## src/rtl/cpu_pkg.sv

```systemverilog
// Shared CPU definitions: register-file geometry and the register-select type.
package cpu_pkg;

    localparam int REG_W = 16;
    localparam int REG_N = 8;
    localparam int SEL_W = 3;

    typedef logic [SEL_W-1:0] reg_sel_t;

    function automatic logic [REG_N-1:0] sel_onehot(input reg_sel_t s);
        return REG_N'(1) << s;
    endfunction

endpackage

```

## src/rtl/regread_stage_if.sv

```systemverilog
// Decode-to-issue and issue-to-execute handshake bundle of the register-read stage.
interface regread_stage_if #(parameter int CTL_W = 8);
    import cpu_pkg::*;

    logic             in_valid;
    logic             in_ready;
    reg_sel_t         in_rsa;
    reg_sel_t         in_rsb;
    reg_sel_t         in_rd;
    logic             in_wen;
    logic [CTL_W-1:0] in_ctl;

    logic             out_valid;
    logic             out_ready;
    logic [REG_W-1:0] out_a;
    logic [REG_W-1:0] out_b;
    reg_sel_t         out_rd;
    logic             out_wen;
    logic [CTL_W-1:0] out_ctl;

    modport slave (
        input  in_valid, in_rsa, in_rsb, in_rd, in_wen, in_ctl, out_ready,
        output in_ready, out_valid, out_a, out_b, out_rd, out_wen, out_ctl
    );

    modport master (
        output in_valid, in_rsa, in_rsb, in_rd, in_wen, in_ctl, out_ready,
        input  in_ready, out_valid, out_a, out_b, out_rd, out_wen, out_ctl
    );

endinterface

```

## src/rtl/reg_scoreboard.sv

```systemverilog
// Pending-write scoreboard with RAW/WAW hazard detection.
// REGREAD_BYPASS_EN: a same-cycle write-back masks hazards on its register.
module reg_scoreboard
    import cpu_pkg::*;
(
    input  logic             CLK,
    input  logic             RSTN,
    input  logic             issue,
    input  reg_sel_t         rsa,
    input  reg_sel_t         rsb,
    input  reg_sel_t         rd,
    input  logic             wen,
    input  logic             wb_load,
    input  reg_sel_t         wb_wsel,
    output logic [REG_N-1:0] busy,
    output logic             hazard
);

    logic [REG_N-1:0] busy_p1;
    logic [REG_N-1:0] set_vec;
    logic [REG_N-1:0] clr_vec;
    logic [REG_N-1:0] pend;

    assign set_vec = (issue && wen) ? sel_onehot(rd) : '0;
    assign clr_vec = wb_load ? sel_onehot(wb_wsel) : '0;

    // set is ORed in after the clear so a same-edge issue keeps ownership
    always_ff @(posedge CLK or negedge RSTN) begin
        if (!RSTN) begin
            busy_p1 <= '0;
        end else begin
            busy_p1 <= (busy_p1 & ~clr_vec) | set_vec;
        end
    end

`ifdef REGREAD_BYPASS_EN
    assign pend = busy_p1 & ~clr_vec;
`else
    assign pend = busy_p1;
`endif

    assign hazard = pend[rsa] | pend[rsb] | (wen & pend[rd]);
    assign busy   = busy_p1;

endmodule

```

## src/rtl/regread_stage.sv

```systemverilog
// Register-read / issue stage: operand select, forwarding and registered issue slot.
// REGREAD_BYPASS_EN enables write-back forwarding into the operands.
module regread_stage
    import cpu_pkg::*;
#(
    parameter int CTL_W = 8
) (
    input  logic             CLK,
    input  logic             RSTN,
    input  logic [REG_W-1:0] q0,
    input  logic [REG_W-1:0] q1,
    input  logic [REG_W-1:0] q2,
    input  logic [REG_W-1:0] q3,
    input  logic [REG_W-1:0] q4,
    input  logic [REG_W-1:0] q5,
    input  logic [REG_W-1:0] q6,
    input  logic [REG_W-1:0] q7,
    input  logic             wb_load,
    input  reg_sel_t         wb_wsel,
    input  logic [REG_W-1:0] wb_d,
    output logic [REG_N-1:0] busy,
    regread_stage_if.slave   bus
);

    logic [REG_W-1:0] qv [REG_N];
    logic [REG_W-1:0] opa_p0;
    logic [REG_W-1:0] opb_p0;
    logic             hazard;
    logic             issue;

    logic             vld_p1;
    logic [REG_W-1:0] a_p1;
    logic [REG_W-1:0] b_p1;
    reg_sel_t         rd_p1;
    logic             wen_p1;
    logic [CTL_W-1:0] ctl_p1;

    assign qv[0] = q0;
    assign qv[1] = q1;
    assign qv[2] = q2;
    assign qv[3] = q3;
    assign qv[4] = q4;
    assign qv[5] = q5;
    assign qv[6] = q6;
    assign qv[7] = q7;

    reg_scoreboard u_sb (
        .CLK     (CLK),
        .RSTN    (RSTN),
        .issue   (issue),
        .rsa     (bus.in_rsa),
        .rsb     (bus.in_rsb),
        .rd      (bus.in_rd),
        .wen     (bus.in_wen),
        .wb_load (wb_load),
        .wb_wsel (wb_wsel),
        .busy    (busy),
        .hazard  (hazard)
    );

`ifdef REGREAD_BYPASS_EN
    always_comb begin
        opa_p0 = qv[bus.in_rsa];
        opb_p0 = qv[bus.in_rsb];
        if (wb_load && (wb_wsel == bus.in_rsa)) opa_p0 = wb_d;
        if (wb_load && (wb_wsel == bus.in_rsb)) opb_p0 = wb_d;
    end
`else
    logic unused_wb_d;
    assign unused_wb_d = ^wb_d;

    always_comb begin
        opa_p0 = qv[bus.in_rsa];
        opb_p0 = qv[bus.in_rsb];
    end
`endif

    assign bus.in_ready = !hazard && (!vld_p1 || bus.out_ready);
    assign issue        = bus.in_valid && bus.in_ready;

    // p0 -> p1: issue slot; data fields only change on issue
    always_ff @(posedge CLK or negedge RSTN) begin
        if (!RSTN) begin
            vld_p1 <= 1'b0;
            a_p1   <= '0;
            b_p1   <= '0;
            rd_p1  <= '0;
            wen_p1 <= 1'b0;
            ctl_p1 <= '0;
        end else if (issue) begin
            vld_p1 <= 1'b1;
            a_p1   <= opa_p0;
            b_p1   <= opb_p0;
            rd_p1  <= bus.in_rd;
            wen_p1 <= bus.in_wen;
            ctl_p1 <= bus.in_ctl;
        end else if (vld_p1 && bus.out_ready) begin
            vld_p1 <= 1'b0;
        end
    end

    assign bus.out_valid = vld_p1;
    assign bus.out_a     = a_p1;
    assign bus.out_b     = b_p1;
    assign bus.out_rd    = rd_p1;
    assign bus.out_wen   = wen_p1;
    assign bus.out_ctl   = ctl_p1;

endmodule
```

## src/flat_wrapper.sv

```systemverilog
// flat-port wrapper written by rule: the top's interface ports become plain ports
module regread_stage_flat import cpu_pkg::*;
#(
    parameter int CTL_W = 8
)
  (CLK, RSTN, q0, q1, q2, q3, q4, q5, q6, q7, wb_load, wb_wsel, wb_d, busy, bus_in_valid, bus_in_rsa, bus_in_rsb, bus_in_rd, bus_in_wen, bus_in_ctl, bus_out_ready, bus_in_ready, bus_out_valid, bus_out_a, bus_out_b, bus_out_rd, bus_out_wen, bus_out_ctl);
  regread_stage_if #(.CTL_W(CTL_W)) bus_i ();
  input  logic CLK;
  input  logic RSTN;
  input  logic [REG_W-1:0] q0;
  input  logic [REG_W-1:0] q1;
  input  logic [REG_W-1:0] q2;
  input  logic [REG_W-1:0] q3;
  input  logic [REG_W-1:0] q4;
  input  logic [REG_W-1:0] q5;
  input  logic [REG_W-1:0] q6;
  input  logic [REG_W-1:0] q7;
  input  logic wb_load;
  input  reg_sel_t wb_wsel;
  input  logic [REG_W-1:0] wb_d;
  output logic [REG_N-1:0] busy;
  input wire logic [$bits(bus_i.in_valid)-1:0] bus_in_valid;
  input wire logic [$bits(bus_i.in_rsa)-1:0] bus_in_rsa;
  input wire logic [$bits(bus_i.in_rsb)-1:0] bus_in_rsb;
  input wire logic [$bits(bus_i.in_rd)-1:0] bus_in_rd;
  input wire logic [$bits(bus_i.in_wen)-1:0] bus_in_wen;
  input wire logic [$bits(bus_i.in_ctl)-1:0] bus_in_ctl;
  input wire logic [$bits(bus_i.out_ready)-1:0] bus_out_ready;
  output wire logic [$bits(bus_i.in_ready)-1:0] bus_in_ready;
  output wire logic [$bits(bus_i.out_valid)-1:0] bus_out_valid;
  output wire logic [$bits(bus_i.out_a)-1:0] bus_out_a;
  output wire logic [$bits(bus_i.out_b)-1:0] bus_out_b;
  output wire logic [$bits(bus_i.out_rd)-1:0] bus_out_rd;
  output wire logic [$bits(bus_i.out_wen)-1:0] bus_out_wen;
  output wire logic [$bits(bus_i.out_ctl)-1:0] bus_out_ctl;
  assign bus_i.in_valid = bus_in_valid;
  assign bus_i.in_rsa = bus_in_rsa;
  assign bus_i.in_rsb = bus_in_rsb;
  assign bus_i.in_rd = bus_in_rd;
  assign bus_i.in_wen = bus_in_wen;
  assign bus_i.in_ctl = bus_in_ctl;
  assign bus_i.out_ready = bus_out_ready;
  assign bus_in_ready = bus_i.in_ready;
  assign bus_out_valid = bus_i.out_valid;
  assign bus_out_a = bus_i.out_a;
  assign bus_out_b = bus_i.out_b;
  assign bus_out_rd = bus_i.out_rd;
  assign bus_out_wen = bus_i.out_wen;
  assign bus_out_ctl = bus_i.out_ctl;
  regread_stage #(.CTL_W(CTL_W)) u_core (.CLK(CLK), .RSTN(RSTN), .q0(q0), .q1(q1), .q2(q2), .q3(q3), .q4(q4), .q5(q5), .q6(q6), .q7(q7), .wb_load(wb_load), .wb_wsel(wb_wsel), .wb_d(wb_d), .busy(busy), .bus(bus_i));
endmodule
```

## config.mk

```make
export PLATFORM = sky130hd
export DESIGN_NAME = regread_stage_flat
export DESIGN_NICKNAME = d
export VERILOG_FILES = /design/src/rtl/cpu_pkg.sv /design/src/rtl/regread_stage_if.sv /design/src/rtl/reg_scoreboard.sv /design/src/rtl/regread_stage.sv /design/src/flat_wrapper.sv
export SDC_FILE = /design/constraint.sdc
export NUM_CORES = 1
export LEC_CHECK = 0
export ABC_AREA = 1
export CORE_UTILIZATION = 27
export CTS_CLUSTER_DIAMETER = 50
export DETAILED_ROUTE_END_ITERATION = 16
export DONT_BUFFER_PORTS = 1
export REMOVE_ABC_BUFFERS = 1
export SLEW_MARGIN = 20
export SYNTH_ARGS = -nofsm -noshare
export SYNTH_HDL_FRONTEND = slang
export SYNTH_SLANG_ARGS = --single-unit
```

## constraint.sdc

```tcl
create_clock -name CLK -period 3.2 [get_ports CLK]
set_input_delay 0.48 -clock CLK [delete_from_list [all_inputs] [get_ports CLK]]
set_output_delay 0.48 -clock CLK [all_outputs]
set_load 0.005 [all_outputs]
```

==> results of run 1 <==
[layer usage]
metal | up-vias | track usage (%) | wire, um
li1 | 2273 | - | -
met1 | 2197 | 23.6 | 6760
met2 | 226 | 30.0 | 7310
met3 | 21 | 4.51 | 1330
met4 | 0 | 6.85 | 367
met5 | - | 0 | 0
[logic make-up (layout without fill, tap and decap cells)]
family	count (synthesis)	count (layout)	share of synthesized area [%]
buffers and inverters	81	41	8.37
AOI/OAI and AO/OA	275	275	36.7
DFF	53	53	30.8
and+or+nand+nor	263	263	24.1
[through the flow]
| step | cells | hold WS [ps] | setup WS, ps |
|---|---|---|---|
| detailed placement | 834 | 185 | 958 |
| finish | 843 | 50.0 | 1120 |
| global route | 843 | 60.1 | 999 |
| floorplan | 614 | 184 | 286 |
| global placement | 834 | 185 | 972 |
| CTS | 843 | 54.2 | 1110 |
[state kept, by name, indices dropped and copies added, names as in the netlist]
| register | count |
|---|---|
| u_core.bus.out_b | 16 |
| u_core.bus.out_valid | 1 |
| u_core.bus.out_rd | 3 |
| u_core.u_sb.busy | 8 |
| u_core.bus.out_a | 16 |
| u_core.bus.out_wen | 1 |
| u_core.bus.out_ctl | 8 |
[power by group]
group / switching, W / internal (W) / total [W]
registers: 0.000187 / 0.000868 / 0.00105
logic: 0.000313 / 0.000212 / 0.000525
clock network: 0.000247 / 0.000288 / 0.000536
[worst min path at each step]
stage	cells after the start	startpoint	endpoint	slack [ps]
2_1_floorplan	0	RSTN	u_core.bus.out_a[0]	180
3_3_place_gp	0	RSTN	u_core.bus.out_ctl[7]	190
3_5_place_dp	0	RSTN	u_core.bus.out_ctl[7]	190
4_1_cts	1	RSTN	u_core.bus.out_ctl[7]	50
5_1_grt	1	RSTN	u_core.bus.out_ctl[7]	60
6_report	1	RSTN	u_core.bus.out_ctl[7]	50
[area by class of cell]
cell class,count,area (sq um)
timing repair buffer,10,108
clock inverter,2,10.0
sequential,53,1330
multi-input combinational,538,2620
clock buffer,6,129
inverter,23,86.3
tap,211,264
fill,1718,10800
[synth_stat cells]
cell / count / area [sq um]
clkbuf_1: 43 / 161
nand3_2: 1 / 10.0
o22ai_1: 32 / 200
o221ai_1: 32 / 280
nor3_1: 3 / 15.0
nand2_1: 96 / 360
nand4_1: 4 / 25.0
o21ai_2: 11 / 96.3
inv_2: 5 / 18.8
nor2_1: 134 / 503
nand3_1: 25 / 125
buf_2: 9 / 45.0
inv_1: 18 / 67.6
dfrtp_1: 53 / 1330
buf_6: 6 / 67.6
o21ai_0: 176 / 881
o21ai_1: 24 / 120
[critical path, delay by kind of cell]
family / cells / cell delay (ps)
buf+inv: 1 / 300
simple gates: 6 / 790
[what timing repair did]
| item | 4_1_cts | 5_1_grt |
|---|---|---|
| hold endpoints to repair | 53 | 0 |
| endpoints found under the setup margin | 0 | 0 |
| resized for setup | 0 | 0 |
| hold buffers | 1 | 0 |
==> results.toml, run 1 <==
[worst_setup_path]
timing_worst_setup_path_type = "in2out"
startpoint_type = "primary input"
reg2reg_depth = 11
ff2ff_setup_slack_ps = 1260
rr_endpoint = "u_core.bus.out_b[2]"
worstSetupEndpoint = "bus_in_ready"
required_ps = 2720
crit_fanout = 69
cp_cell_sequence = "inv_2, nand2_1, nand3_1, nand3_1, nand2_1, nand3_1, nor2_1"
startpoint = "bus_in_rsb[0]"
crit_path_end_kind = "primary output"
crit_arrival_ps = 1600
max_stage_delay_ps = 370
r2r-start = "u_core.u_sb.busy[4]"
slowest_stage = "nor2_1"
cp_common_cell = "nand3_1"

[global_route]
grt_pass1_vias = 4318
grt_pass1_wl_um = 23500
grt_max_degree = 70
gr-total-overflow = 0
grt_use_total_pct = 18.5
antenna_found_initial = 0

[placement]
port_buffers = 0
dpl.hpwl_um = 10400
gp_congestion = 0.842
placed_area_sq_um = 4380

[die]
die_w_um = 128
dieArea_sq_um = 16400
die_y_um = 128
ios = 224
core-area_sq_um = 15400
start_util_pct = 28.0
rows = 45

[finish]
stdcell_area_sq_um = 4550
fin_nets = 801
drive_gt1_share_pct = 5.38
mostFrequentLayoutCells = "o21ai_0, nor2_1, nand2_1, dfrtp_1"
final_common_cell = "o21ai_0"
final_core_util_pct = 29.6
area_growth_pct = 5.67
diodes = 0

[synth]
yosysWarnings = 0
ys_seq_area_share_pct = 30.8
yosys.cell_types.count = 17
syn_avg_cell_area_sq_um = 6.40
synthCells = 672
synth_area_sq_um = 4300
synth_seq_cells = 53

[timing]
period_minus_slack_ps = 2080
hold_viol = 0
worstMarginPinSlew_ps = 659
fin_crit_sh_pct = 65.1
skew_ps = 6.08
rsz0062_at_grt = "no"
final_max_slew_viol_count = 0
max-slew-margin-rel_pct = 56.0
setup_viol = 0
final.setup.tns_ps = 0
fmax_mhz = 480

[clock_network]
clock_sinks = 53
post_cts_buffers = 0
clk_pin_slew_ps = 70
cts_buffers = 5
cts_tree = "yes"
cts_buffer_depth = 2
htreeDepth = 2
cts_root_buf = "clkbuf_16"
clock_latency_ps = 290

[job]
cap_violations = 0

[routing]
drtIter0Drc = 373
vias_per_cell = 5.60
drc = 0
drtAntennaViolNets = 0
wire_per_inst_um = 18.7
finalWirelength_um = 15800
dr.pass1.iters = 5
via_count = 4717

[power_and_ir_drop]
power_w = 0.00211
leakagePower_nw = 1.81
vdd_drop_max_uv = 249
p_per_area_nw_per_um2 = 465

[run_status]
status = "complete, no violations"

[hold_path]
min_path_type = "in2async"
Power figures use the tool's default switching activity.
==> run 2, diff against run 1 <==
Clock period 3.2 ns to 1.7 ns, I/O delays scaled along.
==> run 2 against run 1 <==
The run now ends with setup timing left; design area is 7.7% higher; sequential cell count stayed put; first-iteration DRC count is 11% lower; utilization is 2.3 points higher; wire length is 6.2% higher; global-route usage is 0.46 points higher; clock skew is 1.3 ps higher; die area stayed put; non-clock buffer count is 17 higher; clock-buffer cell count stayed put; final cell count is 2.0% higher; critical path type is now reg2out; highest routed layer unchanged.
==> results.toml, run 2 (synthesis results as in run 1) <==
[global_route]
use_met1_pct = 23.8
grt_pass1_wl_um = 24000
grt_pass1_vias = 4468
grt_use_total_pct = 18.9
busiest_layer = "met2"
grtUsageMet3_pct = 5.38
antenna_found_initial = 0
grt_max_degree = 70
grt_use_met2_pct = 30.1
gr-total-overflow = 0

[routing]
via_count = 4868
drtAntennaViolNets = 0
vias_per_cell = 5.66
dr.pass1.iters = 5
drtIter0Drc = 331
drc = 0
wire_per_inst_um = 19.5
finalWirelength_um = 16800

[clock_network]
cts_buffer_depth = 2
clock_sinks = 53
cts_buffers = 5
cts_root_buf = "clkbuf_16"
htreeDepth = 2
clock_latency_ps = 310
cts_tree = "yes"
clk_pin_slew_ps = 80

[timing]
final.setup.tns_ps = -34.4
fmax_mhz = 577
skew_ps = 7.42
period_minus_slack_ps = 1730
max-slew-margin-rel_pct = 69.4
rsz0062_at_grt = "yes"
final_max_slew_viol_count = 0
hold_viol = 0
worstMarginPinSlew_ps = 458
fin_crit_sh_pct = 102
fin_ws_ps = -34.4
setup_viol = 1

[finish]
mostFrequentLayoutCells = "o21ai_0, nor2_1, nand2_1, dfrtp_1"
area_growth_pct = 13.8
stdcell_area_sq_um = 4900
fin_nets = 818
diodes = 0
drive_gt1_share_pct = 13.1
final_common_cell = "o21ai_0"
final_core_util_pct = 31.9

[placement]
gp_congestion = 0.853
dp_slack_ps = 58.5
port_buffers = 0
dpl.hpwl_um = 10500
placed_area_sq_um = 4470

[worst_setup_path]
max_stage_delay_ps = 410
crit_fanout = 7
required_ps = 1440
startpoint_type = "register"
cp_num_buf_inv = 2
cp_top_family = "simple AND/OR/NAND/NOR gates"
crit_path_end_kind = "primary output"
timing_worst_setup_path_type = "reg2out"
crit_arrival_ps = 1480
cp_cell_sequence = "buf_6, nand2_2, o21ai_1, nand2_1, nand3_2, nand2_1, nor2_2, nor2_4, buf_6"
slowest_stage = "dfrtp_1"

[power_and_ir_drop]
power_w = 0.00444
vdd_drop_max_uv = 384
leakagePower_nw = 1.96
p_per_area_nw_per_um2 = 907

[die]
die_y_um = 128
die_w_um = 128
rows = 45
start_util_pct = 28.0
dieArea_sq_um = 16400
core-area_sq_um = 15400
ios = 224

[run_status]
status = "finished, violations left"
violations = "setup timing"

[hold_path]
min_path_type = "in2reg"

[job]
cap_violations = 0
-- run 2: final timing paths --
| path | startpoint | endpoint | slack [ps] | depth (start not counted) |
|---|---|---|---|---|
| max reg2reg | u_core.u_sb.busy[2] | u_core.bus.out_b[3] | 20 | 11 |
| max | u_core.u_sb.busy[3] | bus_in_ready | -30 | 9 |
| min reg2reg | u_core.bus.out_ctl[4] | u_core.bus.out_ctl[4] | 510 | 2 |
| max in group asynchronous | RSTN | u_core.u_sb.busy[2] | 970 | 2 |
| min | bus_in_ctl[0] | u_core.bus.out_ctl[0] | 80 | 2 |
| min in group asynchronous | RSTN | u_core.bus.out_ctl[5] | 470 | 2 |
-- run 2: layer usage --
metal  vias to the layer above  part of all wire [%]
met5                         -                     0
met2                       223                    46
met3                        27                   9.4
li1                       2315                     -
met1                      2303                    42
met4                         0                   2.5
-- run 2: where the power goes --
group	leakage [nW]	total [W]	internal, W	switching, W
logic	1.21	0.00119	0.000519	0.000669
clock network	0.0831	0.00126	0.000737	0.000519
registers	0.662	0.00199	0.00163	0.000361
total	1.96	0.00444	0.00289	0.00155
-- run 2: final cells by class --
type / instances / area, sq um
fillers: 1676 / 10500
multi-input cells: 538 / 2710
flip-flops and latches: 53 / 1330
repair buffers: 27 / 328
well taps: 211 / 264
clock buffers: 6 / 139
inverters: 23 / 86.3
clock inverters: 2 / 37.5
-- run 2: metrics by stage --
step | instances | hold slack, ps
floorplan | 614 | -40.6
global placement | 843 | -39.5
detailed placement | 843 | -39.8
CTS | 857 | 76.6
global route | 860 | 74.7
finish | 860 | 80.4
-- run 2: timing repair --
action,in CTS,in global routing
cloned,1,4
setup buffers,3,0
gates resized for setup,11,37
pin swaps,4,9
setup endpoints to repair,1,51
hold buffers,2,0
hold endpoints to repair,53,0
==> run 3, diff against run 2 <==
Settings changed: DONT_BUFFER_PORTS 1 to default, SKIP_LAST_GASP from default to 1.
==> run 3 against run 2 <==
Design area up 42%; power grew 26%; critical path depth shrank 1; clock-buffer cell count fell by 1; non-clock buffer count increased by 219; critical endpoint unchanged; largest power group is now combinational logic; global-route usage increased by 2.5 points; die area is the same; final cell count grew 26%; the run now ends clean; first-iteration DRC count up 35%.
==> results.toml, run 3 (synthesis results as in run 1) <==
[finish]
drive_gt1_share_pct = 9.56
fin_nets = 1037
mostFrequentLayoutCells = "clkdlybuf4s50_1, o21ai_0, nor2_1, nand2_1, dfrtp_1"
area_growth_pct = 61.7
final_common_cell = "clkdlybuf4s50_1"
nFillCells = 1592

[timing]
final_max_slew_viol_count = 0
skew_ps = 6.52
max-slew-margin-rel_pct = 56.2
final.setup.tns_ps = 0
rsz0062_at_grt = "yes"
fmax_mhz = 596
setup_viol = 0
fin_ws_ps = 21.8
worstMarginPinSlew_ps = 656
fin_crit_sh_pct = 98.7
hold_viol = 0
period_minus_slack_ps = 1680

[placement]
port_buffers = 207
dp_slack_ps = -608
dpl.hpwl_um = 12300
gp_congestion = 0.813

[routing]
drtAntennaViolNets = 0
drc = 0
dr.pass1.iters = 7
finalWirelength_um = 18200
vias_per_cell = 5.20
via_count = 5624
wire_per_inst_um = 16.8
drtIter0Drc = 448

[die]
die_y_um = 128
start_util_pct = 28.0
core-area_sq_um = 15400
die_w_um = 128
ios = 224
rows = 45
dieArea_sq_um = 16400

[global_route]
antenna_found_initial = 5
grt_pass1_wl_um = 27800
grt_use_total_pct = 21.4
grt_max_degree = 65
gr-total-overflow = 0
grt_pass1_vias = 5334

[worst_setup_path]
crit_arrival_ps = 1420
required_ps = 1440
timing_worst_setup_path_type = "reg2out"
startpoint_type = "register"
crit_path_end_kind = "primary output"
crit_fanout = 4

[power_and_ir_drop]
vdd_drop_max_uv = 435
leakagePower_nw = 2.82
p_per_area_nw_per_um2 = 806

[hold_path]
min_path_type = "in2reg"

[job]
cap_violations = 0

[clock_network]
htreeDepth = 2
cts_root_buf = "clkbuf_16"
clock_latency_ps = 300
clock_sinks = 53
cts_buffers = 5
clk_pin_slew_ps = 70
cts_tree = "yes"
cts_buffer_depth = 2

[run_status]
status = "complete, no violations"
run 3: per-layer routing:
layer  GRT usage (%)  wire (um)  vias to the layer above
met4            7.27        516                        4
li1                -          -                     2746
met3            4.34       1420                       35
met2            36.1       8580                      267
met1            27.1       7640                     2572
met5               0         19                        -
run 3: cell type report:
class,instances,area [sq um],area share (%)
Timing Repair Buffer,246,2420,34.7
Antenna cell,2,5.00,0.0719
Sequential cell,53,1330,19.1
Inverter,23,86.3,1.24
Clock inverter,3,65.1,0.935
Clock buffer,5,125,1.80
Tap cell,211,264,3.79
Multi-Input combinational cell,538,2670,38.3
run 3: repair_timing:
action | in CTS | in global routing
pin swaps | 3 | 9
endpoints found under the setup margin | 46 | 49
hold endpoints to repair | 53 | 0
gates cloned | 0 | 2
setup buffers | 0 | 1
gates resized for setup | 14 | 15
hold buffers | 1 | 0
run 3: final timing paths:
kind / startpoint / endpoint / slack (ps) / cells past startpoint
hold / removal: bus_in_rd[2] / u_core.u_sb.busy[6] / 340 / 3
max in group asynchronous: RSTN / u_core.u_sb.busy[1] / 950 / 3
hold reg to reg: u_core.bus.out_ctl[4] / u_core.bus.out_ctl[4] / 470 / 2
setup reg to reg: u_core.u_sb.busy[5] / u_core.bus.out_b[0] / 60 / 11
setup / recovery: u_core.u_sb.busy[1] / bus_in_ready / 20 / 8
min in group asynchronous: RSTN / u_core.bus.out_ctl[5] / 480 / 3
run 3: critical path, stage by stage, from the launching register on:
cell	delay (ps)
dfrtp_2	450
nand2_1	80
o21ai_1	70
nand2_1	80
nand3_2	90
nand2_2	70
nor2_2	40
nor2_2	120
buf_2	130
run 3: stage by stage:
step	instances	util, %	hold WS (ps)	power (W)	cell area (sq um)
3_5_place_dp	1067	43.4	286	0.00427	6670
3_3_place_gp	1067	43.4	283	0.00426	6670
4_1_cts	1076	44.7	481	0.00562	6870
5_1_grt	1081	45.3	347	0.00600	6960
2_1_floorplan	614	-	-40.6	0.00263	4030
6_report	1081	45.3	341	0.00561	6960
run 3: report_power, final:
part | internal, W | switching, W | leakage [nW]
sequential | 0.00163 | 0.000229 | 0.664
combinational | 0.00139 | 0.00103 | 2.06
clock | 0.000842 | 0.000483 | 0.0938
